### config.mk
export PLATFORM = sky130hd
export DESIGN_NAME = master_spi
export DESIGN_NICKNAME = d
export VERILOG_FILES = /design/src/rtl/spi_pkg.sv /design/src/rtl/spi_clk_gen.sv /design/src/rtl/master_spi.sv
export SDC_FILE = /design/constraint.sdc
export NUM_CORES = 1
export LEC_CHECK = 0
export CAP_MARGIN = 20
export CORE_MARGIN = 4
export CORE_UTILIZATION = 50
export CTS_CLUSTER_SIZE = 20
export DETAILED_ROUTE_END_ITERATION = 10
export DONT_BUFFER_PORTS = 1
export PLACE_DENSITY_LB_ADDON = 0.3
export SLEW_MARGIN = 0
export SYNTH_ARGS = -nofsm -noshare
export SYNTH_HDL_FRONTEND = slang
export SYNTH_HIERARCHICAL = 1
export SYNTH_SLANG_ARGS = --single-unit
### constraint.sdc
create_clock -name SLK -period 2.2 [get_ports SLK]
set_input_delay 0.44 -clock SLK [delete_from_list [all_inputs] [get_ports SLK]]
set_output_delay 0.44 -clock SLK [all_outputs]
set_load 0.02 [all_outputs]
### src/rtl/spi_pkg.sv
// rtl/spi_pkg.sv - shared types and constants for the master_spi ALU link
package spi_pkg;

  localparam int OPND_W = 4;
  localparam int OP_W   = 2;
  localparam int HDR_W  = 2 * OPND_W + OP_W;

  typedef enum logic [2:0] {
    ST_IDLE    = 3'd0,
    ST_SETUP   = 3'd1,
    ST_XFER_HI = 3'd2,
    ST_XFER_LO = 3'd3,
    ST_HOLD    = 3'd4,
    ST_GAP     = 3'd5
  } spi_state_t;

  typedef enum logic [OP_W-1:0] {
    ALU_ADD = 2'd0,
    ALU_SUB = 2'd1,
    ALU_AND = 2'd2,
    ALU_OR  = 2'd3
  } alu_op_t;

endpackage

### src/rtl/spi_clk_gen.sv
// rtl/spi_clk_gen.sv - half-period counter marking the first and last cycle of each SPI phase
module spi_clk_gen #(
  parameter int CLK_DIV = 2
) (
  input  logic i_clk,
  input  logic i_rst_n,
  input  logic i_en,
  output logic o_phase_tick,
  output logic o_phase_first
);

  localparam int CW = (CLK_DIV > 1) ? $clog2(CLK_DIV) : 1;

  logic [CW-1:0] r_cnt;

  // tick on the last cycle of a phase so the FSM changes phase at the following edge
  assign o_phase_tick  = i_en && (r_cnt == CW'(CLK_DIV - 1));
  assign o_phase_first = i_en && (r_cnt == '0);

  // counter restarts at every phase boundary and is held at zero while idle
  always_ff @(posedge i_clk) begin
    if (!i_rst_n || !i_en || o_phase_tick) begin
      r_cnt <= '0;
    end else begin
      r_cnt <= r_cnt + 1'b1;
    end
  end

endmodule

### src/rtl/master_spi.sv
// rtl/master_spi.sv - mode-0 SPI master for the ALU slave link (option: SPI_LOOPBACK_EN)
import spi_pkg::*;

module master_spi #(
  parameter int FRAME_W = 16,
  parameter int CLK_DIV = 2
) (
  input  logic               SLK,
  input  logic               RST_N,
  input  logic               start,
  input  logic [OPND_W-1:0]  A,
  input  logic [OPND_W-1:0]  B,
  input  logic [OP_W-1:0]    op,
  output logic               ready,
  output logic               busy,
  output logic               done,
  output logic [FRAME_W-1:0] rx_data,
  output logic               CS,
  output logic               SLCK,
  output logic               MOSI,
  input  logic               MISO
);

  localparam int BW = $clog2(FRAME_W);

  spi_state_t         r_state;
  logic [FRAME_W-1:0] r_tx;
  logic [FRAME_W-1:0] r_rx;
  logic [FRAME_W-1:0] r_rx_data;
  logic [BW-1:0]      r_bit;
  logic               r_done;

  logic               w_tick;
  logic               w_first;
  logic               w_en;
  logic               w_cs_active;
  logic               w_rx_bit;
  alu_op_t            w_op;
  logic [FRAME_W-1:0] w_frame;

  assign w_op    = alu_op_t'(op);
  assign w_frame = FRAME_W'({A, B, w_op}) << (FRAME_W - HDR_W);
  assign w_en    = (r_state != ST_IDLE);

  spi_clk_gen #(.CLK_DIV(CLK_DIV)) u_clk_gen (
    .i_clk         (SLK),
    .i_rst_n       (RST_N),
    .i_en          (w_en),
    .o_phase_tick  (w_tick),
    .o_phase_first (w_first)
  );

  // pins are decoded from the state so reset takes effect at the very next cycle
  assign w_cs_active = (r_state == ST_SETUP) || (r_state == ST_XFER_HI) ||
                       (r_state == ST_XFER_LO) || (r_state == ST_HOLD);
  assign CS      = !w_cs_active;
  assign SLCK    = (r_state == ST_XFER_HI);
  assign MOSI    = w_cs_active && r_tx[FRAME_W-1];
  assign ready   = (r_state == ST_IDLE);
  assign busy    = (w_en && (r_state != ST_GAP)) || r_done;
  assign done    = r_done;
  assign rx_data = r_rx_data;

`ifdef SPI_LOOPBACK_EN
  assign w_rx_bit = r_tx[FRAME_W-1];
`else
  assign w_rx_bit = MISO;
`endif

  // frame sequencer: shift out on SLCK falling, capture on SLCK rising, publish at GAP entry
  always_ff @(posedge SLK) begin
    if (!RST_N) begin
      r_state   <= ST_IDLE;
      r_tx      <= '0;
      r_rx      <= '0;
      r_rx_data <= '0;
      r_bit     <= '0;
      r_done    <= 1'b0;
    end else begin
      r_done <= 1'b0;
      case (r_state)
        ST_IDLE: begin
          if (start) begin
            r_tx    <= w_frame;
            r_bit   <= BW'(FRAME_W - 1);
            r_state <= ST_SETUP;
          end
        end
        ST_SETUP: begin
          if (w_tick) r_state <= ST_XFER_HI;
        end
        ST_XFER_HI: begin
          if (w_first) r_rx <= {r_rx[FRAME_W-2:0], w_rx_bit};
          if (w_tick) begin
            r_state <= ST_XFER_LO;
            // the last bit stays on MOSI through HOLD
            if (r_bit != '0) r_tx <= r_tx << 1;
          end
        end
        ST_XFER_LO: begin
          if (w_tick) begin
            if (r_bit == '0) begin
              r_state <= ST_HOLD;
            end else begin
              r_bit   <= r_bit - 1'b1;
              r_state <= ST_XFER_HI;
            end
          end
        end
        ST_HOLD: begin
          if (w_tick) begin
            r_state   <= ST_GAP;
            r_done    <= 1'b1;
            r_rx_data <= r_rx;
          end
        end
        ST_GAP: begin
          if (w_tick) r_state <= ST_IDLE;
        end
        default: r_state <= ST_IDLE;
      endcase
    end
  end

endmodule

; ---- Word-level counts from Yosys, hierarchy flattened
; Cells that the tools add are included.
[totals]
ff_bits = 57
elab_cells = 66
output_inout_bits = 22
in_bits = 14
[classes]
mux = 17
eq_ne = 14
n_addsub = 2
bitwise_logic = 1
reduce_logical = 25
[ops]
columns = operator, count
row1 = $mux 16, 3
row2 = $pmux 16 s2, 1
row3 = $mux 3, 7
row4 = $pmux 3 s6, 1
row5 = $mux 4, 3
row6 = $ne 2x1->1 const B, 6
row7 = $pmux 4 s2, 1
row8 = $reduce_and 4->1, 2
row9 = $eq 3x2->1 const B, 2
row10 = $eq 3x3->1 const B, 2
row11 = $logic_or 1x1->1, 6
row12 = $reduce_and 2->1, 3
row13 = $reduce_and 6->1, 1
row14 = $logic_and 1x1->1, 4
row15 = $logic_not 4->1, 1
row16 = $ne 2x2->1 const B, 2
row17 = $reduce_bool 2->1, 2
row18 = $reduce_bool 4->1, 1
row19 = $sub 4x1->4 const B, 1
row20 = $eq 3x1->1 const B, 1
row21 = $logic_not 1->1, 3
row22 = $logic_not 3->1, 1
row23 = $ne 3x3->1 const B, 1
row24 = $reduce_bool 3->1, 1
row25 = 3 further kinds, 3

; ---- Longest topological paths before layout
[logic_depth]
ltp_word = 5
mapped_depth = 8
ltp_nobuf = 6

; ---- Modules after synthesis
; Netlist, hierarchy kept.
[modules_own_cells]
columns = module, n_inst, cells_per_inst, seq_area_each_um2, area_each_um2
row1 = master_spi, 1, 248, 1001.0, 2026.9
row2 = spi_clk_gen, 1, 4, 20.0, 46.3

; ---- Worst setup path after synthesis
; Ideal clock, no wire load.
[synth_timing]
kind = reg-to-reg
start = register r_state[2]
end = register r_bit[2]
period_less_slack_ps = 1889
arrival_time_ps = 1775
path_stages_with_launch = 8
slack_ps = 311
setup_time_ps = 115
n_path_buf = 1
required_ps = 2085
path_cell_list = dfxtp_1 > or3_1 > and2_2 > buf_2 > and4b_1 > a21boi_1 > nor2_1 > o21a_1
[synth_via]
elab_chain_len = 4
word_cells_on_any_way = 10
classes_between = eq/ne (4) / mux (1) / reduce/logical (5)
[synth_lines]
columns = element, line_no
row1 = from (decl), master_spi.sv:26  ; spi_state_t r_state;
row2 = from (signal assigned), master_spi.sv:73  ; r_state <= ST_IDLE;
row3 = from (signal assigned), master_spi.sv:86  ; r_state <= ST_SETUP;
row4 = from (signal assigned), master_spi.sv:90  ; if (w_tick) r_state <= ST_XFER_HI;
row5 = $reduce_bool 3->1, master_spi.sv:43  ; assign w_en = (r_state != ST_IDLE);
row6 = net w_en, master_spi.sv:35  ; logic w_en;
row7 = $logic_and 1x1->1, spi_clk_gen.sv:17  ; assign o_phase_tick = i_en && (r_cnt == CW'(CLK_DIV - 1));
row8 = net w_tick, master_spi.sv:33  ; logic w_tick;
row9 = $ne 2x1->1 (no line), -
row10 = $reduce_and 4->1 (no line), -
row11 = to (signal assigned), master_spi.sv:85  ; r_bit <= BW'(FRAME_W - 1);
row12 = to (signal assigned), master_spi.sv:105  ; r_bit <= r_bit - 1'b1;
row13 = to (decl), master_spi.sv:30  ; logic [BW-1:0] r_bit;
; The timed path passes the listed nets, and every way through them passes these cells.
; A chain may end at the register's enable or synchronous reset.

; ---- Final worst setup path
[layout_timing]
start = register r_state[1]
end = output SLCK
[layout_via]
elab_chain_len = 1
[layout_lines]
columns = element, line_no
row1 = $eq 3x2->1, master_spi.sv:57  ; assign SLCK = (r_state == ST_XFER_HI);
row2 = to (decl), master_spi.sv:19  ; output logic SLCK,
; No other way between the ends.

==> flow_summary.json <==
{
  "setup_viol_count_final": 0,
  "cts-htree-levels": 2,
  "start_util": 0.518,
  "drv_cap": 0,
  "dr_total_vias": 1625,
  "outcome": "complete, no violations",
  "syn_avg_cell_area_um2": 8.23,
  "cp_slowest_cell": "nor3b_2",
  "slowest_delay_ps": 370,
  "grt_max_degree": 34,
  "drive_above_1_share": 0.0920,
  "skew_ps": 8.94,
  "core_um2": 4000,
  "vdd_drop_max_mv": 0.516,
  "grt_pass1_vias": 1523,
  "place_inst": 292,
  "relSlewSlack": 0.627,
  "grt_overflow": 0,
  "rows": 23,
  "pwr_density_cell_nw_per_um2": 748,
  "stdcell_count": 300,
  "cts_num_sinks": 51,
  "synth_edf_count": 0,
  "insertion_delay_ps": 300,
  "hold_path.class": "primary input to flip-flop",
  "cts_tree": "done",
  "ys_seq_area_frac": 0.492,
  "crit_type": "flip-flop to primary output",
  "diodes": 0,
  "synth_flop_cell": "dfxtp_1",
  "hpwlAfterDp_um": 2530,
  "port_buffers": 0,
  "drv_slew": 0,
  "ys_ff_latch": 51,
  "ctsResizeCount": 0,
  "root_buffer": "clkbuf_8",
  "ios": 36,
  "die_h_um": 72.4,
  "cts-hold-fix-buffers": 0,
  "wl_per_cell_um": 12.6,
  "hold_depth": 2,
  "timing.rr.end": "r_bit[3]",
  "synth_common_cells": "nand2_1 (69), dfxtp_1 (51), a21oi_1 (44)",
  "cp.arrival_ps": 1490,
  "numCtsBuffers": 5,
  "hold_start": "RST_N",
  "area_delta_synth_final_pct": 6.16,
  "timing.rr.start": "r_state[2]",
  "yosys.area.top_type": "dfxtp_1",
  "dieArea_um2": 5240,
  "netlist.area_leader.share": 0.492,
  "synth_cell_type_count": 37,
  "post-route-util": 0.550,
  "viasPerCell": 5.42,
  "r2r_cells": 6,
  "fillCellCount": 381,
  "post-route-period-util": 0.876,
  "wirelength_um": 3770,
  "drc_errors": 0,
  "async_flop_share": 0,
  "synthCells": 252,
  "synth_most_common_cell": "nand2_1",
  "worst_slew_pin_slew_ps": 560,
  "power_uw": 1650,
  "clk_pin_slew_ps": 90,
  "grt_pass1_wl_um": 6560,
  "setup_tns_ps": 0,
  "gp_congestion": 0.835,
  "antenna_found_initial": 0,
  "p_leak_uw": 0.000768,
  "fp.dieW_um": 72.4,
  "nNetsFinal": 264,
  "worst-endpoint-required_ps": 1760,
  "cts_buffer_depth": 2,
  "drt_iter0_markers": 80,
  "first_pass_iters": 4,
  "hold_ws_ps": 273,
  "synth_warnings": 6,
  "grt_usage": 0.156,
  "endpoint_kind": "primary output",
  "worst_path_most_repeated_cell": "buf_4",
  "startpoint_type": "flip-flop",
  "post_synth_main_area_contributors": "dfxtp_1 (49%), nand2_1 (12%), a21oi_1 (11%), mux2i_1 (4.3%), o21ai_0 (2.9%)",
  "critPathMaxFanout": 23,
  "r2r_slack_ps": 310,
  "syn_nets": 267,
  "netlist_area_um2": 2070,
  "cts_setup_buffers": 0,
  "min_to": "r_tx[12]",
  "path_cells": "buf_4 -> nor3b_2 -> buf_4",
  "hold_viol_final": 0,
  "rsz0062_at_grt": "no",
  "fmax_mhz": 519,
  "min_period_ps": 1930,
  "postRouteAntennaNets": 0
}
[worst max path at each step]
stage | from | endpoint | slack (ps) | cells after the start
2_1_floorplan | r_state[2] | r_bit[2] | 310 | 7
3_3_place_gp | r_state[2] | r_bit[3] | 350 | 6
3_5_place_dp | r_state[2] | r_bit[3] | 320 | 6
4_1_cts | r_state[1] | SLCK | 290 | 3
5_1_grt | r_state[2] | r_bit[2] | 180 | 6
6_report | r_state[1] | SLCK | 270 | 3
[worst max-delay path: cells and delay by family (launching register included)]
kind                   cells  cell delay, ps
buffers and inverters      2             490
DFF                        1             330
and+or+nand+nor            1             370
[power breakdown]
group	switching, uW	internal (uW)	total, uW
registers	14.4	949	964
clock network	301	257	559
logic	73.3	49.6	123
[flip-flops by register name, indices dropped and copies added, names as in the netlist]
name / flops
done: 1
r_bit: 4
r_rx: 16
r_state: 3
r_tx: 10
rx_data: 16
u_clk_gen/r_cnt: 1
[logic make-up (layout without fill, tap and decap cells)]
kind of cell	Yosys count	after routing	share of synthesized area
adder cells (fa/ha/maj)	1	1	0.00603
AND/OR/NAND/NOR	97	97	0.209
multiplexers	9	9	0.0435
XOR/XNOR	1	1	0.00423
flip-flops	51	51	0.492
buffers and inverters	24	22	0.0531
AO/OA/AOI/OAI	69	69	0.192
[stage by stage]
step	setup WS [ps]	instance area [um2]
after floorplan	311	2070
after global placement	347	2100
after detailed placement	318	2100
after CTS	286	2200
after global routing	176	2200
final	273	2200
[layout by cell type, fill, tap and decap left out, types with 3 or more instances in the layout]
cell	count
a21oi_1	44
a31oi_1	3
and3_1	3
buf_4	7
clkbuf_8	6
dfxtp_1	51
inv_1	7
mux2i_1	9
nand2_1	69
nor2_1	10
o21ai_0	12
[metal layers]
metal / vias up / track usage / wire (um)
met3: 5 / 0.0596 / 264
met2: 41 / 0.238 / 1710
met1: 737 / 0.199 / 1740
li1: 842 / - / -
met5: - / 0 / 0
met4: 0 / 0.0615 / 49
[final cells by class]
type                       count  area, um2  area share
tap                           50       62.6      0.0284
inverter                       7       26.3      0.0119
timing repair buffer           7       52.6      0.0239
sequential                    51       1020       0.464
clock buffer                   6       82.6      0.0375
multi-input combinational    177        942       0.428
clock inverter                 2       13.8     0.00625
Note: power is estimated with default switching activity, not from simulation.
